### src/rtl/clock_manager_core.sv
// Counter-based clock manager: lock sequencing, divided system clock family,
// phase-delayed SRAM clock and lock-gated copies of the crystal clock.
`timescale 1ns/1ps

module clock_manager_core #(
   parameter int LOCK_CYCLES      = 16,
   parameter int SRAM_LOCK_CYCLES = 8,
   parameter int SLOW_DIV         = 4,
   parameter int SRAM_PHASE       = 1
) (
   input  logic       input_clk,
   input  logic       input_clk_stable,
   output logic       modified_clock,
   output logic       modified_clock_inv,
   output logic       modified_clock_div_by_two,
   output logic       modified_clock_fast,
   output logic       modified_clock_fast_inv,
   output logic       modified_clock_sram,
   output logic       dcm_locked,
   output logic       dcm_locked_sram,
   output logic [7:0] modified_clock_period
);

   localparam logic [15:0] LOCK_LAST   = 16'(LOCK_CYCLES - 1);
   localparam logic [7:0]  SRAM_LAST   = 8'(SRAM_LOCK_CYCLES - 1);
   localparam logic [7:0]  CNT_LAST    = 8'(SLOW_DIV - 1);
   localparam logic [7:0]  HIGH_CYCLES = 8'(SLOW_DIV / 2);

   typedef enum logic [1:0] {
      ST_WAIT_LOCK,
      ST_WAIT_SRAM,
      ST_LOCKED
   } lock_state_t;

   lock_state_t state, state_next;
   logic [15:0] lock_cnt, lock_cnt_next;
   logic [7:0]  sram_cnt, sram_cnt_next;
   logic        locked_next, locked_sram_next;

   logic [7:0]  cnt, cnt_next;
   logic        clock_next, clock_inv_next, div_next;
   logic        fast_en;
   logic        sram_tap;

   // Lock sequencer: main lock first, then the SRAM lock counts from there.
   // NOTE: every always_comb output gets a default first so no latch is inferred.
   always_comb begin
      state_next    = state;
      lock_cnt_next = lock_cnt;
      sram_cnt_next = sram_cnt;
      case (state)
         ST_WAIT_LOCK: begin
            if (lock_cnt == LOCK_LAST) state_next = ST_WAIT_SRAM;
            else                       lock_cnt_next = lock_cnt + 16'd1;
         end
         ST_WAIT_SRAM: begin
            if (sram_cnt == SRAM_LAST) state_next = ST_LOCKED;
            else                       sram_cnt_next = sram_cnt + 8'd1;
         end
         default: state_next = ST_LOCKED;
      endcase
      locked_next      = (state_next != ST_WAIT_LOCK);
      locked_sram_next = (state_next == ST_LOCKED);
   end

   // NOTE: sequential state uses non-blocking assignments so every flop samples pre-edge values.
   always_ff @(posedge input_clk or negedge input_clk_stable) begin
      if (!input_clk_stable) begin
         state           <= ST_WAIT_LOCK;
         lock_cnt        <= '0;
         sram_cnt        <= '0;
         dcm_locked      <= 1'b0;
         dcm_locked_sram <= 1'b0;
      end else begin
         state           <= state_next;
         lock_cnt        <= lock_cnt_next;
         sram_cnt        <= sram_cnt_next;
         dcm_locked      <= locked_next;
         dcm_locked_sram <= locked_sram_next;
      end
   end

   // Divider: the div-by-two flop toggles exactly when modified_clock is about to rise.
   always_comb begin
      cnt_next   = '0;
      clock_next = 1'b0;
      div_next   = 1'b0;
      if (dcm_locked) begin
         cnt_next   = (cnt == CNT_LAST) ? 8'd0 : cnt + 8'd1;
         clock_next = (cnt < HIGH_CYCLES);
         div_next   = (cnt == 8'd0) ? ~modified_clock_div_by_two : modified_clock_div_by_two;
      end
      clock_inv_next = locked_next & ~clock_next;
   end

   always_ff @(posedge input_clk or negedge input_clk_stable) begin
      if (!input_clk_stable) begin
         cnt                       <= '0;
         modified_clock_period     <= '0;
         modified_clock            <= 1'b0;
         modified_clock_inv        <= 1'b0;
         modified_clock_div_by_two <= 1'b0;
      end else begin
         cnt                       <= cnt_next;
         modified_clock_period     <= cnt;
         modified_clock            <= clock_next;
         modified_clock_inv        <= clock_inv_next;
         modified_clock_div_by_two <= div_next;
      end
   end

   generate
      if (SRAM_PHASE == 0) begin : g_sram_direct
         assign sram_tap = modified_clock;
      end else begin : g_sram_delay
         logic [SRAM_PHASE-1:0] sram_pipe;
         always_ff @(posedge input_clk or negedge input_clk_stable) begin
            if (!input_clk_stable) begin
               sram_pipe <= '0;
            end else begin
               sram_pipe[0] <= modified_clock;
               for (int i = 1; i < SRAM_PHASE; i++) sram_pipe[i] <= sram_pipe[i-1];
            end
         end
         assign sram_tap = sram_pipe[SRAM_PHASE-1];
      end
   endgenerate

   assign modified_clock_sram = sram_tap & dcm_locked_sram;

   // Enable changes only while input_clk is low, so the gated clock never emits a runt pulse.
   always_ff @(negedge input_clk or negedge input_clk_stable) begin
      if (!input_clk_stable) fast_en <= 1'b0;
      else                   fast_en <= dcm_locked;
   end

   assign modified_clock_fast     = input_clk & fast_en;
   assign modified_clock_fast_inv = ~input_clk & fast_en;

endmodule

### config.mk
export PLATFORM = sky130hd
export DESIGN_NAME = clock_manager_core
export DESIGN_NICKNAME = d
export VERILOG_FILES = /design/src/rtl/clock_manager_core.sv
export SDC_FILE = /design/constraint.sdc
export NUM_CORES = 1
export LEC_CHECK = 0
export ABC_CLOCK_PERIOD_IN_PS = 4900
export BUFFER_PORTS_ARGS = -buffer_cell sky130_fd_sc_hd__buf_4
export CAP_MARGIN = 20
export CORE_MARGIN = 2
export CORE_UTILIZATION = 25
export DETAILED_ROUTE_END_ITERATION = 6
export PLACE_DENSITY = 0.37
export SETUP_SLACK_MARGIN = 0.05
export SYNTH_ARGS = -nofsm -noshare
export SYNTH_HDL_FRONTEND = slang
export SYNTH_SLANG_ARGS = --single-unit
### constraint.sdc
create_clock -name input_clk -period 4.9 [get_ports input_clk]
set_input_delay 0.245 -clock input_clk [delete_from_list [all_inputs] [get_ports input_clk]]
set_output_delay 0.245 -clock input_clk [all_outputs]
set_load 0.005 [all_outputs]
# After elaboration in Yosys (flattened, before gate mapping)
# Index checks and enable logic that the tools add are counted.
[word_totals]
reg_bits = 49
in_bits = 2
out_inout_bits = 16
wordCells = 44
[classes]
add_sub_neg = 3
magnitude_cmp = 1
n_eq_ne = 6
mux = 8
bitwise_logic = 9
reduce_logical = 5
[op_table]
columns = ["operator", "n"]
rows = [
  ["$add A16 B1 Y16 const B", 1],
  ["$add A8 B1 Y8 const B", 2],
  ["$eq A16 B4 Y1 const B", 1],
  ["$mux W8", 2],
  ["$eq A8 B2 Y1 const B", 1],
  ["$eq A8 B3 Y1 const B", 1],
  ["$logic_not A8 Y1", 1],
  ["$lt A8 B2 Y1 const B", 1],
  ["$not A1 Y1", 5],
  ["$and A1 B1 Y1", 4],
  ["$mux W2", 2],
  ["$pmux W2 S2", 1],
  ["$reduce_and A2 Y1", 2],
  ["$mux W1", 3],
  ["$eq A2 B1 Y1 const B", 1],
  ["$eq A2 B2 Y1 const B", 1],
  ["$logic_not A2 Y1", 1],
  ["$ne A2 B1 Y1 const B", 1],
  ["$reduce_bool A2 Y1", 1],
]

# Depth between registers and ports, before layout
# Gate-level depths: netlist (run 1).
[logic_depth]
depth_word = 5
ltp_mapped = 5
ltp_nobuf = 5

==> results of run 1 <==
## worst max path at each step
stage            start  cells after the start  slack (ns)                      end
4_1_cts        fast_en                      2        1.13  modified_clock_fast_inv
3_5_place_dp   fast_en                      2        1.60  modified_clock_fast_inv
5_1_grt        fast_en                      2        1.07  modified_clock_fast_inv
2_1_floorplan  fast_en                      1        1.69  modified_clock_fast_inv
6_report       fast_en                      2        1.14  modified_clock_fast_inv
3_3_place_gp   fast_en                      2        1.61  modified_clock_fast_inv
## state kept, by name, indices dropped and copies added, names as in the netlist, 2 cells and up
| register | flops |
|---|---|
| state | 2 |
| cnt | 8 |
| lock_cnt | 16 |
| sram_cnt | 8 |
| modified_clock_period | 8 |
## kinds of logic (layout without fill, tap and decap cells)
family	count (synthesis)	after routing	synth area share, %
adders and majority gates	4	4	2.49
xor gates and xnor gates	29	29	12.6
and+or+nand+nor	67	67	18.5
muxes	2	2	1.31
AOI/OAI and AO/OA	5	5	2.99
DFF	49	49	60.9
buffers and inverters	6	37	1.12
## per-layer routing
metal	part of all wire (%)	global-route usage [%]	vias to the layer above	wire length, um
met5	0	0	-	0
met4	1.7	5.56	0	64
met3	3.1	3.21	6	117
met2	42	12.3	17	1600
met1	53	13.9	609	2000
li1	-	-	620	-
## synthesized netlist by cell type
library cell	number
a21oi_1	1
a41oi_2	1
and2_1	6
and3_1	6
and3_2	1
and3b_1	1
and4_1	2
dfrtn_1	1
dfrtp_1	48
ha_1	4
inv_1	6
mux2_2	1
mux2_4	1
nand2_1	8
nand3_1	16
nand4_1	5
nand4bb_1	1
nor2_1	9
nor2b_1	2
nor3_1	2
nor4_1	6
o311a_4	1
o41ai_1	2
or2_2	1
or4_4	1
xnor2_1	17
xor2_1	12
## where the power goes
group,internal [mW],leakage [nW],switching (mW)
combinational,0.00105,0.411,0.00783
sequential,0.404,0.614,0
clock,0.198,0.0889,0.161
## through the flow
step           cell area [um2]  total power, mW
6_report                  2420            0.772
3_3_place_gp              2270            0.457
4_1_cts                   2420            0.788
5_1_grt                   2420            0.810
3_5_place_dp              2270            0.458
2_1_floorplan             2010            0.426
## final cells by class
cell class	instances	area, um2
fill	805	5350
timing repair buffer	16	123
inverter	6	22.5
tap	102	128
clock buffer	13	146
clock inverter	2	10.0
sequential	49	1230
multi-input combinational	107	763
## placed cells by master, fill, tap and decap left out, types with 4 or more instances in the layout
master / count
dfrtp_1: 48
xnor2_1: 17
buf_4: 17
nand3_1: 16
xor2_1: 12
nor2_1: 9
clkbuf_8: 9
nand2_1: 8
inv_1: 6
nor4_1: 6
and3_1: 6
and2_1: 6
nand4_1: 5
ha_1: 4
==> out/results.ini, run 1 <==
[logic_synthesis]
netlist_area_um2=2010
postSynthNetCount=168
synth_cell_types=27
avgSynthCellArea_um2=12.4
synth_area_leaders=dfrtp_1, xnor2_1, xor2_1
synth_warnings=0
synth_top_area_share_pct=59.7
yosysTopAreaCell=dfrtp_1
syn_inst=162
ys_seq_area_share_pct=60.9
synth_seq_cells=49

[timing]
finalSetupViolations=0
slew_headroom_pct=54.7
finalMaxSlewViolations=0
worst_pin_slew_ns=0.673
hold_viol=0
holdWs_ns=0.397
finClkSkew_ns=0.0184
fin_setup_tns_ns=0
rsz0062_at_grt=no
setup_ws_ns=1.14

[floorplan]
die_area_um2=8780
core_um2=7770
fp-row-count=32
die_x_um=93.7
pin_count=18
die_height_um=93.7
start_util_pct=25.9

[worst_setup_path]
crit_path_start_kind=flop
crit_arrival_ns=3.52
worstRegToRegCells=0
ff2ff_setup_slack_ns=1.85
end_kind=output port
critPathTopFamily=flip-flops
crit_path_max_fanout=2
max_stage_delay_ns=0.41
r2r-end=fast_en
path_cells=nor2b_1 -> buf_4
r2r_start=dcm_locked
critical_path_class=flop to output port
critPathSlowestCell=dfrtn_1
worstPathRequired_ns=4.66
cp_num_buf_inv=1

[clock_tree]
cts_tree=done
holdBufCountCts=1
cts_setup_buffers=0
cts_resized=0
clkLatencyLatePin_ns=0.41
clkTransAtPathRegs_ns=0.09

[final_layout]
finalNonFillerCells=295
drive_gt1_share_pct=18.1
antenna_cells=0
fin_util_pct=31.1
nets=197
area_delta_synth_final_pct=20.2

[hold_path]
min_from=modified_clock
min_to=g_sram_delay.sram_pipe
hp-class=flop to flop
hold_depth=0

[drt]
finalWirelength_um=3790
ant_nets=0
drt-wirelength-per-cell_um=12.9
remaining_drc_errors=0
viasPerCell=4.24
dr.pass1.iters=4
vias=1252
drt_iter0_markers=41

[global_routing]
grt_max_degree=50
grt-ovfl-total=0
grt_pass1_vias=1316
antenna_found_initial=0
grt_first_pass_wirelength_um=6430
grt_usage_pct=9.61

[place]
hpwl_um=2570
place.gp.congestion=0.739
pre_cts_ws_ns=1.60
place_inst=281
port_buffers=17

[run_status]
outcome=completed

[power_and_ir_drop]
p_leak_nw=1.11
worst_ir_drop_vdd_mv=0.254
powerDensity_nw_per_um2=319

[run]
maxCapViolations=0

Note: power is estimated with default switching activity, not from simulation.
==> run 2: changes to the inputs <==
--- a/config.mk
+++ b/config.mk
@@ -5,13 +5,14 @@
 export SDC_FILE = /design/constraint.sdc
 export NUM_CORES = 1
 export LEC_CHECK = 0
-export ABC_CLOCK_PERIOD_IN_PS = 4900
+export ABC_AREA = 1
+export ABC_CLOCK_PERIOD_IN_PS = 3400
 export BUFFER_PORTS_ARGS = -buffer_cell sky130_fd_sc_hd__buf_4
 export CAP_MARGIN = 20
 export CORE_MARGIN = 2
 export CORE_UTILIZATION = 25
 export DETAILED_ROUTE_END_ITERATION = 6
-export PLACE_DENSITY = 0.37
+export PLACE_DENSITY = 0.38
 export SETUP_SLACK_MARGIN = 0.05
 export SYNTH_ARGS = -nofsm -noshare
 export SYNTH_HDL_FRONTEND = slang
==> constraint.sdc (replaced) <==
create_clock -name input_clk -period 3.4 [get_ports input_clk]
set_input_delay 0.17 -clock input_clk [delete_from_list [all_inputs] [get_ports input_clk]]
set_output_delay 0.17 -clock input_clk [all_outputs]
set_load 0.005 [all_outputs]
==> out/results.ini, run 2 <==
[logic_synthesis]
async_flop_share_pct=100
synthFlopType=dfrtp_1
synth-edff-count=0
yosysMostFrequentCell=nand2_1
synth_cell_types=23
synth_xor_xnor_area_share_pct=4.77
avgSynthCellArea_um2=7.99
synth_seq_cells=49
postSynthNetCount=305
ys_seq_area_share_pct=51.3
synth_top_family_by_area=simple AND/OR/NAND/NOR gates
synth_fa_ha_area_share_pct=2.10
synth_compound_area_share_pct=3.93
syn_inst=299
synth_top_area_share_pct=50.3
yosysTopAreaCell=dfrtp_1
synthSimpleGateAreaFrac_pct=30.8
synth_common_cells=nand2_1, dfrtp_1, inv_1
synth_warnings=0
netlist_area_um2=2390
synth_mux_area_share_pct=0
synth_area_leaders=dfrtp_1, nand2_1, inv_1

[clock_tree]
cts_resized=0
clkLatencyLatePin_ns=0.43
clkTransAtPathRegs_ns=0.10
cts_tree=done
cts_setup_buffers=0

[power_and_ir_drop]
pwr-share-comb_pct=1.1
p_int_uw=951
clkPwrFrac_pct=51.6
power.switching_uw=281
seq_power_share_pct=47.3
worst_ir_drop_vdd_mv=0.464
powerDensity_nw_per_um2=433
p_leak_nw=1.41
switching_share_pct=22.8

[place]
place_inst=443
hpwl_um=3410
place.gp.congestion=0.730
port_buffers=17

[final_layout]
finalNonFillerCells=457
drive_gt1_share_pct=11.3
nets=332
regMostFlops=lock_cnt
area_delta_synth_final_pct=19.0
final_common_cell=nand2_1
largest_reg_flops=16
final_cell_mix=nand2_1, dfrtp_1, inv_1, nor2_1, buf_4
antenna_cells=0

[floorplan]
core_um2=9240
fp-row-count=35
pin_count=18
die_height_um=102
start_util_pct=25.8
die_area_um2=10400
die_x_um=102

[timing]
finClkSkew_ns=0.0130
finalMaxSlewViolations=0
worst_pin_slew_ns=0.703
slew_headroom_pct=52.9
finalSetupViolations=0
fin_setup_tns_ns=0
rsz0062_at_grt=no
hold_viol=0

[hold_path]
hold_depth=0
min_from=modified_clock
hp-class=flop to flop
min_to=g_sram_delay.sram_pipe

[drt]
drt-wirelength-per-cell_um=11.1
finalWirelength_um=5060
remaining_drc_errors=0
drt_iter0_markers=69
viasPerCell=4.18
ant_nets=0
vias=1911
dr.pass1.iters=4

[global_routing]
grt_pass1_vias=1967
grt-ovfl-total=0
grt_usage_pct=11.7
antenna_found_initial=0
grt_first_pass_wirelength_um=9270
grt_max_degree=49

[worst_setup_path]
r2r_start=dcm_locked
crit_path_max_fanout=2
crit_path_start_kind=flop
worstPathRequired_ns=3.23
critical_path_class=flop to output port
worstRegToRegCells=0
end_kind=output port
r2r-end=fast_en
crit_arrival_ns=2.79
ff2ff_setup_slack_ns=1.08

[run]
maxCapViolations=0

[run_status]
outcome=completed

run 2: changes by cell type after synthesis, sizes merged, moves of 3 or more:
| cell | change |
|---|---|
| o21ai | +11 |
| a21oi | +3 |
| and2 | -6 |
| nor2 | +29 |
| and3 | -7 |
| xor2 | -5 |
| nand2 | +97 |
| nor4 | -5 |
| inv | +31 |
| nor3 | +6 |
| buf | +3 |
| xnor2 | -11 |
run 2: cells by family (layout without fill, tap and decap cells):
kind of cell / count (synthesis) / after routing
buf+inv: 40 / 69
flops: 49 / 49
xor+xnor: 13 / 13
simple gates: 177 / 177
fa+ha+maj: 4 / 4
compound gates: 16 / 16
run 2: worst max-delay path: stages (launching register included):
cell and delay [ns]:
dfrtn_1 0.41, inv_1 0.04, nor2_1 0.09, buf_4 0.12
run 2: per-stage QoR:
| stage | hold slack (ns) | power, mW | instance area (um2) | utilization (%) | setup slack (ns) |
|---|---|---|---|---|---|
| CTS | 0.432 | 1.27 | 2840 | 30.8 | 0.410 |
| detailed placement | 0.310 | 0.662 | 2660 | 28.7 | 0.930 |
| finish | 0.410 | 1.23 | 2840 | 30.8 | 0.443 |
| global placement | 0.310 | 0.662 | 2660 | 28.7 | 0.930 |
| global route | 0.447 | 1.30 | 2840 | 30.8 | 0.334 |
| floorplan | -0.126 | 0.614 | 2390 | - | 1.01 |
run 2: worst max-delay path by stage:
stage | start | endpoint | slack [ns]
after CTS | fast_en | modified_clock_fast_inv | 0.41
after floorplan | fast_en | modified_clock_fast_inv | 1.01
after global placement | fast_en | modified_clock_fast_inv | 0.93
after global routing | fast_en | modified_clock_fast_inv | 0.33
after detailed placement | fast_en | modified_clock_fast_inv | 0.93
final | fast_en | modified_clock_fast_inv | 0.44
run 2: routing by layer:
metal  GRT usage, %  vias to the layer above  routed length (um)
met5              0                        -                   0
li1               -                      983                   -
met1           15.9                      887                2580
met3           3.52                        9                 174
met2           16.7                       32                2210
met4           6.13                        0                  91
run 2: cell type report:
type                            count  area, um2
Clock inverter                      4       53.8
Inverter                           36        135
Tap cell                          129        161
Timing Repair Buffer               17        130
Sequential cell                    49       1230
Clock buffer                       12        143
Fill cell                        1011       6400
Multi-Input combinational cell    210        993
run 2: repair_timing:
item,in CTS,in global routing
hold buffers,1,0
setup endpoints to repair,0,0
hold endpoints to repair,48,0
run 2: power by group through the flow:
| stage | registers, mW | logic (mW) | clock network (mW) |
|---|---|---|---|
| floorplan | 0.594 | 0.000000616 | 0.0201 |
| finish | 0.582 | 0.0140 | 0.635 |
| global route | 0.583 | 0.0170 | 0.699 |
| global placement | 0.594 | 0.0148 | 0.0534 |
| detailed placement | 0.594 | 0.0150 | 0.0534 |
| CTS | 0.582 | 0.0160 | 0.669 |
